===== src/rtl/usr_seq_ctrl_pkg.sv =====
// usr_ctrl_pkg: shared constants for the universal_shift_reg sequencer.
//   Opcodes carried on the command interface, datapath sel encodings and
//   the controller FSM state type.
package usr_ctrl_pkg;

  localparam logic [1:0] OP_LOAD     = 2'b00;
  localparam logic [1:0] OP_SHR      = 2'b01;
  localparam logic [1:0] OP_SHL      = 2'b10;
  localparam logic [1:0] OP_LOAD_SHR = 2'b11;

  localparam logic [1:0] SEL_HOLD = 2'b00;
  localparam logic [1:0] SEL_SHR  = 2'b01;
  localparam logic [1:0] SEL_SHL  = 2'b10;
  localparam logic [1:0] SEL_LOAD = 2'b11;

  typedef enum logic [1:0] {
    ST_IDLE  = 2'd0,
    ST_LOAD  = 2'd1,
    ST_SHIFT = 2'd2,
    ST_DONE  = 2'd3
  } state_e;

  function automatic logic is_load_op(input logic [1:0] op);
    return (op == OP_LOAD) || (op == OP_LOAD_SHR);
  endfunction

endpackage


===== src/rtl/usr_seq_ctrl_if.sv =====
// usr_seq_ctrl_if: command valid/ready channel into the sequencer.
//   master : host side (drives valid/op/cnt/data, sees ready)
//   slave  : controller side
interface usr_seq_ctrl_if #(
  parameter int WIDTH = 4,
  parameter int CNT_W = 3
);
  logic             cmd_valid;
  logic             cmd_ready;
  logic [1:0]       cmd_op;
  logic [CNT_W-1:0] cmd_cnt;
  logic [WIDTH-1:0] cmd_data;

  modport master (output cmd_valid, cmd_op, cmd_cnt, cmd_data, input cmd_ready);
  modport slave  (input cmd_valid, cmd_op, cmd_cnt, cmd_data, output cmd_ready);
endinterface


===== src/rtl/usr_shift_counter.sv =====
// usr_shift_counter: loadable down-counter for the remaining shift cycles.
//   load_i/load_val_i : load a new count (wins over dec_i)
//   dec_i             : decrement; saturates at zero
//   last_o            : count == 1, zero_o : count == 0
module usr_shift_counter #(
  parameter int CNT_W = 3
) (
  input  logic             clk,
  input  logic             rst_n,
  input  logic             load_i,
  input  logic [CNT_W-1:0] load_val_i,
  input  logic             dec_i,
  output logic [CNT_W-1:0] cnt_o,
  output logic             last_o,
  output logic             zero_o
);
  logic [CNT_W-1:0] cnt_q;

  always_ff @(posedge clk or negedge rst_n) begin
    if (!rst_n)                cnt_q <= '0;
    else if (load_i)           cnt_q <= load_val_i;
    else if (dec_i && !zero_o) cnt_q <= cnt_q - 1'b1;
  end

  assign cnt_o  = cnt_q;
  assign zero_o = (cnt_q == '0);
  assign last_o = (cnt_q == CNT_W'(1));
endmodule


===== src/rtl/usr_seq_ctrl.sv =====
// usr_seq_ctrl: command sequencer for universal_shift_reg.
//   cmd       : valid/ready command channel (op, shift count, load data)
//   abort_i   : end the active LOAD/SHIFT after the current cycle, err_o=1
//   ser_i/o   : serial stream in/out, ser_valid_o marks each shift cycle
//   sel_o, pin_o, slin_o, srin_o : datapath controls; pout_i : datapath value
//   done_o/err_o : one-cycle completion pulse and abort status
module usr_seq_ctrl
  import usr_ctrl_pkg::*;
#(
  parameter int WIDTH = 4,
  parameter int CNT_W = 3
) (
  input  logic             clk,
  input  logic             rst_n_i,
  usr_seq_ctrl_if.slave    cmd,
  input  logic             abort_i,
  input  logic             ser_i,
  output logic             ser_o,
  output logic             ser_valid_o,
  output logic [1:0]       sel_o,
  output logic [WIDTH-1:0] pin_o,
  output logic             slin_o,
  output logic             srin_o,
  input  logic [WIDTH-1:0] pout_i,
  output logic             done_o,
  output logic             err_o
);
  state_e           state_q, state_d;
  logic [1:0]       op_q;
  logic [WIDTH-1:0] data_q;
  logic             err_q;
  logic             hs, busy, shifting, right;
  logic             cnt_last, cnt_zero;
  logic [CNT_W-1:0] cnt_unused;

  assign hs       = (state_q == ST_IDLE) && cmd.cmd_valid;
  assign busy     = (state_q == ST_LOAD) || (state_q == ST_SHIFT);
  assign shifting = (state_q == ST_SHIFT);
  assign right    = (op_q != OP_SHL);

  usr_shift_counter #(.CNT_W(CNT_W)) u_cnt (
    .clk        (clk),
    .rst_n      (rst_n_i),
    .load_i     (hs),
    .load_val_i (cmd.cmd_cnt),
    .dec_i      (shifting),
    .cnt_o      (cnt_unused),
    .last_o     (cnt_last),
    .zero_o     (cnt_zero)
  );

  always_ff @(posedge clk or negedge rst_n_i) begin
    if (!rst_n_i) begin
      state_q <= ST_IDLE;
      op_q    <= '0;
      data_q  <= '0;
      err_q   <= 1'b0;
    end else begin
      state_q <= state_d;
      if (hs) begin
        op_q   <= cmd.cmd_op;
        data_q <= cmd.cmd_data;
        err_q  <= 1'b0;
      end else if (busy && abort_i) begin
        err_q  <= 1'b1;
      end
    end
  end

  always_comb begin
    state_d = state_q;
    case (state_q)
      // The counter is loaded by this same edge, so a zero count is
      // judged from the command itself.
      ST_IDLE:
        if (cmd.cmd_valid) begin
          if (is_load_op(cmd.cmd_op))  state_d = ST_LOAD;
          else if (cmd.cmd_cnt == '0)  state_d = ST_DONE;
          else                         state_d = ST_SHIFT;
        end
      ST_LOAD:
        if (abort_i || op_q != OP_LOAD_SHR || cnt_zero) state_d = ST_DONE;
        else                                            state_d = ST_SHIFT;
      ST_SHIFT:
        if (abort_i || cnt_last) state_d = ST_DONE;
      default: state_d = ST_IDLE;
    endcase
  end

  always_comb begin
    cmd.cmd_ready = (state_q == ST_IDLE);
    done_o        = (state_q == ST_DONE);
    err_o         = (state_q == ST_DONE) && err_q;
    ser_valid_o   = shifting;
    pin_o         = (state_q == ST_LOAD) ? data_q : '0;
    sel_o         = SEL_HOLD;
    if (state_q == ST_LOAD) sel_o = SEL_LOAD;
    else if (shifting)      sel_o = right ? SEL_SHR : SEL_SHL;
    // Serial path is combinational through ser_i/pout_i so the bit in and
    // the bit out line up with the shift happening this cycle.
    srin_o = shifting &&  right && ser_i;
    slin_o = shifting && !right && ser_i;
    ser_o  = shifting && (right ? pout_i[0] : pout_i[WIDTH-1]);
  end
endmodule


===== src/flat_wrapper.sv =====
// flat-port wrapper written by rule: the top's interface ports become plain ports
module usr_seq_ctrl_flat import usr_ctrl_pkg::*;
#(
  parameter int WIDTH = 4,
  parameter int CNT_W = 3
)
  (clk, rst_n_i, abort_i, ser_i, ser_o, ser_valid_o, sel_o, pin_o, slin_o, srin_o, pout_i, done_o, err_o, cmd_cmd_valid, cmd_cmd_op, cmd_cmd_cnt, cmd_cmd_data, cmd_cmd_ready);
  usr_seq_ctrl_if #(.WIDTH(WIDTH), .CNT_W(CNT_W)) cmd_i ();
  input  logic clk;
  input  logic rst_n_i;
  input  logic abort_i;
  input  logic ser_i;
  output logic ser_o;
  output logic ser_valid_o;
  output logic [1:0] sel_o;
  output logic [WIDTH-1:0] pin_o;
  output logic slin_o;
  output logic srin_o;
  input  logic [WIDTH-1:0] pout_i;
  output logic done_o;
  output logic err_o;
  input wire logic [$bits(cmd_i.cmd_valid)-1:0] cmd_cmd_valid;
  input wire logic [$bits(cmd_i.cmd_op)-1:0] cmd_cmd_op;
  input wire logic [$bits(cmd_i.cmd_cnt)-1:0] cmd_cmd_cnt;
  input wire logic [$bits(cmd_i.cmd_data)-1:0] cmd_cmd_data;
  output wire logic [$bits(cmd_i.cmd_ready)-1:0] cmd_cmd_ready;
  assign cmd_i.cmd_valid = cmd_cmd_valid;
  assign cmd_i.cmd_op = cmd_cmd_op;
  assign cmd_i.cmd_cnt = cmd_cmd_cnt;
  assign cmd_i.cmd_data = cmd_cmd_data;
  assign cmd_cmd_ready = cmd_i.cmd_ready;
  usr_seq_ctrl #(.WIDTH(WIDTH), .CNT_W(CNT_W)) u_core (.clk(clk), .rst_n_i(rst_n_i), .cmd(cmd_i), .abort_i(abort_i), .ser_i(ser_i), .ser_o(ser_o), .ser_valid_o(ser_valid_o), .sel_o(sel_o), .pin_o(pin_o), .slin_o(slin_o), .srin_o(srin_o), .pout_i(pout_i), .done_o(done_o), .err_o(err_o));
endmodule

===== config.mk =====
export PLATFORM = sky130hd
export DESIGN_NAME = usr_seq_ctrl_flat
export DESIGN_NICKNAME = d
export VERILOG_FILES = /design/src/rtl/usr_seq_ctrl_pkg.sv /design/src/rtl/usr_seq_ctrl_if.sv /design/src/rtl/usr_shift_counter.sv /design/src/rtl/usr_seq_ctrl.sv /design/src/flat_wrapper.sv
export SDC_FILE = /design/constraint.sdc
export NUM_CORES = 1
export LEC_CHECK = 0
export CAP_MARGIN = 10
export CORE_ASPECT_RATIO = 0.9
export CORE_MARGIN = 2
export CORE_UTILIZATION = 44
export DETAILED_ROUTE_END_ITERATION = 10
export PLACE_DENSITY = 0.82
export SYNTH_ARGS = -nofsm -noshare
export SYNTH_HDL_FRONTEND = slang
export SYNTH_SLANG_ARGS = --single-unit

===== constraint.sdc =====
create_clock -name clk -period 3.9 [get_ports clk]
set_input_delay 0.585 -clock clk [delete_from_list [all_inputs] [get_ports clk]]
set_output_delay 0.585 -clock clk [all_outputs]
set_load 0.02 [all_outputs]

==> results list, run 1 <==
- Classification of the worst-slack hold path: flop to flop
- Global routing finished with a remaining overflow of 0.
- The area growth from synthesis to layout is 44.33%.
* Setup violators final: 0
- Total of flip-flops plus latches after synthesis: 12
- The flow ran to the end, and the final reports show no timing, DRC or antenna violations.
- Amount of wire on met2 after detailed routing: 802 um
- Pin count of the biggest net entering global routing: 13
- The mapped netlist covers 739.5 um2.
- Number of nets still failing antenna checks after routing: 0
- For the worst setup path, the data required time is 3.31 ns.
- The number of gates resized after CTS was 0.
- The worst setup path is launched from a flop.
* Met1 layer wirelength in the final routing: 654 um
* Number of synthesized flops with an enable pin: 0
- In the final timing run, aggregate negative setup slack is 0 ns.
* Fraction of layout instances using a drive strength above 1: 12.87%
* Starting density of the core: 45.39%
- Via count of the routed design: 625
- Synthesis handed over a netlist of 71 instances.
- Power per cell area: 769.5 nW/um2
- Tcrit/Tclk final: 65.56%
* H-tree levels: 1
- The congestion estimate from routability-driven global placement came to 0.6908.
- Ys flop type: sky130_fd_sc_hd__dfrtp_1
- CP Cell Sequence: inv_1 -> ha_1 -> inv_1 -> o21bai_1 -> clkdlybuf4s50_1
- For this run, design rule violations remaining after detail routing come to 0.
- TritonCTS Buffers: 3
- Reg-to-reg setup timing slack: 2.29 ns
- Time the final worst path needs with I/O delays and setup: 2.557 ns
* Reg2Reg Launch Point: u_core.state_q[0]
* DP Wirelength: 1.294 mm
* Maximum frequency from static timing analysis: 0.3911 GHz
- Post-CTS timing repair inserted 0 buffers for setup.
* Number of core rows: 14
* Detailed Route Iter0 Violations: 16
- Worst-Margin Slew: 0.5080 ns
- The slowest stage of the critical path is the sky130_fd_sc_hd__clkdlybuf4s50_1 cell.
- Cell variety after synth: 25
* Share of async-settable or async-resettable flops after synthesis: 100.0%
- Total routing usage reported by global routing: 18.03%
- CTS root buf: sky130_fd_sc_hd__clkbuf_4
* Critical path buffers and inverters: 3
- Total core area: 1629 um2
* Clock transition at path regs: 0.07 ns
* Die Y: 42.89 um
- The net count of the finished layout is 128.
- Avg Cell Area, Syn: 10.41 um2
* Synth warn: 0
- Data on the critical path arrives at its endpoint at 1.97 ns.
- IR Drop Worst-Case VDD: 0.4213 mV
- During I/O placement, the number of pins put on the boundary was 31.
* Total of buffers placed on input and output ports: 28
- Die area: 2025 um2
- Worst Hold Path Cells: 1
- Number of antenna diodes: 0
- Unrepaired setup endpoints after global routing: no
- Total wire length: 1.524 mm
* Post-CTS Hold Buffers: 0
- The final hold violation count is 0.
- WL/cell: 12.19 um
- The worst setup path is of the flop to primary output kind.
- Path depth of the worst reg2reg path: 4
- Clock Sinks: 12
- Maximum fanout along the worst path: 8
- The worst hold path terminates at u_core.data_q[3].
* Critical register-to-register path endpoint: u_core.data_q[1]
- Share of the core filled with cells in the final layout: 65.51%
* DR top layer: met3
* Clock latency at the later pin of the worst-skew pair: 0.26 ns
- STA classifies the critical path endpoint as a primary output.
* Critical path's largest stage delay: 0.61 ns
* Drt pass-1 iters: 4
- X dimension of the die: 47.21 um
- Leakage: 0.4694 nW
- Routed wire length on met3: 67 um
* Number of global-route vias before repair: 634
- Bufs on Longest Clock Path: 2
- Clock tree skew after final layout: 0.0009904 ns
* Max-capacitance violation count: 0
- Synthesized netlist net count: 96
- Most used cell along the critical path: sky130_fd_sc_hd__inv_1
- Wire length of the first global-routing pass: 2.580 mm
- TritonCTS built the clock tree.
- Dividing the detail-routed via count by the number of cells gives 5.000.
* Slew Viols, Final: 0
- Of the synthesized area, sequential elements account for 40.61%.
- Headroom to the max-slew limit came out at 66.03%.
- The layout has 141 filler cells.
- Grouping stages by cell kind, the critical path spends the most delay in buffers and inverters.
- The initial antenna violation count was 0.
- Origin of the worst min-delay path: u_core.data_q[3]
cells in the final DEF, fill, tap and decap left out, types with 2 or more instances in the layout:
cell and n:
sky130_fd_sc_hd__mux2_2 7, sky130_fd_sc_hd__dfrtp_1 12, sky130_fd_sc_hd__a21oi_1 5, sky130_fd_sc_hd__ha_1 7, sky130_fd_sc_hd__xor2_1 2, sky130_fd_sc_hd__nor2_1 5, sky130_fd_sc_hd__inv_1 5, sky130_fd_sc_hd__clkbuf_4 3
sky130_fd_sc_hd__nand2_1 5, sky130_fd_sc_hd__o31ai_1 2, sky130_fd_sc_hd__and2_1 5, sky130_fd_sc_hd__mux2i_1 2, sky130_fd_sc_hd__clkdlybuf4s50_1 28
flip-flops by register name, summed over array words and instances, names as in the netlist:
name                count
u_core.op_q             2
u_core.u_cnt.cnt_o      3
u_core.state_q          2
u_core.err_q            1
u_core.data_q           4
cell usage after synthesis (2+ instances only):
library cell,count,area share (%)
sky130_fd_sc_hd__ha_1,7,12
sky130_fd_sc_hd__nand2_1,5,2.5
sky130_fd_sc_hd__mux2i_1,2,2.7
sky130_fd_sc_hd__a21oi_1,5,3.4
sky130_fd_sc_hd__inv_1,5,2.5
sky130_fd_sc_hd__xor2_1,2,2.4
sky130_fd_sc_hd__mux2_2,7,11
sky130_fd_sc_hd__o31ai_1,2,2.0
sky130_fd_sc_hd__and2_1,5,4.2
sky130_fd_sc_hd__nor2_1,5,2.5
sky130_fd_sc_hd__dfrtp_1,12,41
layer usage:
layer  vias to the layer above  track usage, %
met2                        26           29.86
met1                       294           22.13
met3                         0           2.979
li1                        305               -
met4                         0           8.333
met5                         -               0
worst register-to-register path: stages (launching register included):
cell	delay (ns)
sky130_fd_sc_hd__dfrtp_1	0.41
sky130_fd_sc_hd__inv_1	0.08
sky130_fd_sc_hd__ha_1	0.27
sky130_fd_sc_hd__nand2_1	0.35
sky130_fd_sc_hd__mux2_2	0.39
cell families (layout without fill, tap and decap cells):
kind of cell / count (synthesis) / count (layout) / share of synthesized area, %
adders and majority gates: 7 / 7 / 11.84
buffers and inverters: 7 / 37 / 3.722
xor gates and xnor gates: 3 / 3 / 3.554
DFF: 12 / 12 / 40.61
and+or+nand+nor: 22 / 22 / 15.91
muxes: 9 / 9 / 13.37
AOI/OAI and AO/OA: 11 / 11 / 11.00
layout make-up:
cell class	count	area [um2]	share of cell area, %
inverter	6	22.52	2.110
timing repair buffer	28	280.3	26.26
multi-input combinational	52	411.6	38.57
tap	24	30.03	2.814
sequential	12	300.3	28.14
clock buffer	3	22.52	2.110
how the worst max path moves through the flow:
| stage | startpoint | endpoint | slack (ns) | cells after the start |
|---|---|---|---|---|
| 2_1_floorplan | u_core.state_q[0] | sel_o[0] | 1.98 | 4 |
| 5_1_grt | u_core.state_q[0] | sel_o[0] | 1.22 | 5 |
| 3_3_place_gp | pout_i[3] | ser_o | 1.52 | 4 |
| 4_1_cts | u_core.state_q[0] | sel_o[0] | 1.32 | 5 |
| 6_report | u_core.state_q[0] | sel_o[0] | 1.34 | 5 |
| 3_5_place_dp | ser_i | srin_o | 1.49 | 4 |
through the flow:
step	worst slack, ns	total power (W)	hold WS [ns]	std cells	cell area (um2)
final	1.343	0.0008212	0.5078	125	1067
after global routing	1.221	0.0008961	0.5259	125	1067
after CTS	1.316	0.0008307	0.5061	125	1067
after detailed placement	1.491	0.0007557	0.4909	122	1045
after global placement	1.516	0.0007358	0.4801	122	1045
after floorplan	1.976	0.0005686	0.2894	71	739.5
report_power, final:
part / switching, W / internal, W
logic: 0.000259 / 0.000258
clock network: 0.0000355 / 0.0000356
registers: 0.0000425 / 0.000191
Power figures use the tool's default switching activity.
==> run 2: changes to the inputs <==
CORE_UTILIZATION = 37   (was 44)
PLACE_DENSITY = 0.74   (was 0.82)
clock period = 2.1 ns   (was 3.9 ns; I/O delays follow)
==> run 2 against run 1 <==
Net effect: sequential power is 83% higher; critical path type unchanged; via count is 1.4% lower; die area is 17% higher; power is 84% higher; sequential share of layout area is 0.80 points lower.
==> results list, run 2 (synthesis results as in run 1) <==
- The chip height was 46.41 um (+8.2%).
* Total wire length: 1.549 mm (+1.6%)
* Placed Instance Area: 1054 um2 (+0.84%)
- The length of the first detailed-routing pass in iterations came to 4 (unchanged).
- Starting density of the core: 39.01% (-6.4 points)
* Post-Place Setup Slack: 0.2318 ns (-1.259 ns)
* Worst setup path endpoint: cmd_cmd_ready
- Clock latency at the later pin of the worst-skew pair: 0.26 ns (about the same)
- WL/cell: 12.20 um (about the same)
- The initial antenna violation count came to 0 (unchanged).
* Total negative setup slack: 0 ns (unchanged)
* Worst Path Required: 1.78 ns (-1.53 ns)
- Tcrit/Tclk final: 94.21%
* Number of global-route vias before repair: 621 (-2.1%)
- The largest fanout on the critical path came to 5 (-3).
* Total core area: 1896 um2 (+16%)
- The slowest stage of the critical path belongs to the cell sky130_fd_sc_hd__clkdlybuf4s50_1.
* Time the final worst path needs with I/O delays and setup: 1.978 ns
- In this run the critical register-to-register path is captured at u_core.data_q[1].
- Power per cell area: 1375 nW/um2 (+79%)
- Number of core rows: 15 (+1)
- Post-route cell area: 1099 um2 (+2.9%)
* DP Wirelength: 1.228 mm (-5.0%)
- The number of antenna cells inserted was 0 (unchanged).
- CP Cell Sequence: inv_1 -> ha_1 -> clkdlybuf4s50_1
- Classification of the worst setup path: flop to primary output
- H-tree levels: 1 (unchanged)
* Nets: 129 (+0.78%)
- Cell family with most CP delay: buffers and inverters
- Maximum frequency from static timing analysis: 0.5055 GHz
* Critical path launch point type: flop
* Total routing usage reported by global routing: 15.44% (-2.6 points)
- Reg-to-reg setup timing slack: 0.50 ns (-1.79 ns)
* CTS tree: yes
- IR Drop Worst-Case VDD: 0.7394 mV (+75%)
* CTS root buf: sky130_fd_sc_hd__clkbuf_4
- The number of cells on the critical path was 3 (-2).
- The power after layout is 0.001511 W (+84%).
- Worst-Margin Slew: 0.5100 ns (+0.002019 ns)
* Pin count of the biggest net entering global routing: 13 (unchanged)
- The critical path's largest stage delay was 0.64 ns (+0.03 ns).
- The total CTS buffers came to 3 (unchanged).
- Die area: 2373 um2 (+17%)
- Classification of the worst-slack hold path: input port to asynchronous set/reset pin
- The worst clock skew is 0.001487 ns (+0.0004968 ns).
- The headroom to the max-slew limit is 65.89% (-0.13 points).
* Critical Path AT: 1.66 ns (-0.31 ns)
- u_core.data_q holds more flip-flops than any other register.
- The final hold violation count is 0 (unchanged).
- The post-route worst hold slack was 0.3953 ns (-0.1125 ns).
- Detailed Route Iter0 Violations: 13 (-3)
- Compared with the post-synthesis result, the final layout area differs by 48.56%.
- Clock Sinks: 12 (unchanged)
* Filler Cell Count: 164 (+16%)
- Fraction of layout instances using a drive strength above 1: 15.69% (+2.8 points)
- The number of buffer and inverter stages on the critical path is 2 (-1).
- The die boundary width is 51.13 um (+8.3%).
- Wire length of the first global-routing pass: 2.642 mm (+2.4%)
- The post-CTS setup-driven buffer insertion count is 0 (unchanged).
- The maximum buffer depth of the clock tree is 2 (unchanged).
- Number of nets still failing antenna checks after routing: 0 (unchanged)
- Leaving out fill and tap cells, the most frequent cell in the layout is sky130_fd_sc_hd__clkdlybuf4s50_1.
* Result of the run: complete, no violations
- Path depth of the worst reg2reg path: 4 (unchanged)
* Most frequent cells in the layout: sky130_fd_sc_hd__clkdlybuf4s50_1 (18), sky130_fd_sc_hd__dfrtp_1 (12), sky130_fd_sc_hd__dlymetal6s2s_1 (8)
- Leakage: 0.6090 nW (+30%)
- Overflow left after global routing: 0 (unchanged)
- The count of unresolved DRC violations after routing was 0 (unchanged).
- The most critical setup path has its startpoint at u_core.state_q[0].
- Slew Viols, Final: 0 (unchanged)
* Unrepaired setup endpoints after global routing: no
- The least setup slack across all paths after layout is 0.1217 ns (-1.222 ns).
- Via density: 4.850 (-3.0%)
- The number of flip-flops under the largest register name came to 4 (unchanged).
- The total via count after detailed routing came to 616 (-1.4%).
* Total I/O pin count: 31 (unchanged)
* Max-capacitance violation count: 0 (unchanged)
- The clock transition at the registers of the reported paths is 0.06 ns (about the same).
* Type of destination of the critical path: primary output
- Setup violators final: 0 (unchanged)
* Global placer's final weighted congestion: 0.8154 (+18%)
- The startpoint identified for the worst register-to-register timing path is u_core.state_q[0].
* Total of buffers placed on input and output ports: 28 (unchanged)
## run 2: how the worst min path moves through the flow
stage,startpoint,endpoint,slack [ns],cells past startpoint
2_1_floorplan,rst_n_i,u_core.data_q[0],0.02,0
3_3_place_gp,u_core.data_q[1],u_core.data_q[1],0.48,1
3_5_place_dp,u_core.data_q[3],u_core.data_q[3],0.49,1
4_1_cts,rst_n_i,u_core.data_q[2],0.40,1
5_1_grt,rst_n_i,u_core.state_q[0],0.42,1
6_report,rst_n_i,u_core.data_q[2],0.40,1
## run 2: cell type report
| class | count | area, um2 | share of cell area [%] |
|---|---|---|---|
| tap | 25 | 31.28 | 2.847 |
| clock buffer | 3 | 22.52 | 2.050 |
| multi-input combinational | 52 | 416.7 | 37.93 |
| sequential | 12 | 300.3 | 27.33 |
| inverter | 6 | 22.52 | 2.050 |
| timing repair buffer | 29 | 305.3 | 27.79 |
## run 2: what timing repair did
| action | in CTS | in global routing |
|---|---|---|
| resized for setup | 4 | 8 |
| hold buffers | 0 | 0 |
| setup endpoints to repair | 7 | 8 |
| pin swaps | 0 | 0 |
## run 2: through the flow
stage,cells,utilization (%)
finish,127,57.95
global route,127,57.95
CTS,127,56.90
detailed placement,124,55.58
global placement,124,55.58
floorplan,71,-
## run 2: power breakdown
part | internal [W] | total (W) | leakage, nW | switching [W]
registers | 0.000355 | 0.000428 | 0.140 | 0.0000733
clock network | 0.0000660 | 0.000127 | 0.0138 | 0.0000612
logic | 0.000468 | 0.000955 | 0.455 | 0.000487
## run 2: per-layer routing
metal  GRT usage (%)  up-vias  share of wire [%]
met4           6.486        0               0.26
met2           28.05       24                 50
met5               0        -                  0
met3           2.922        2                6.9
li1                -      305                  -
met1           18.09      285                 42
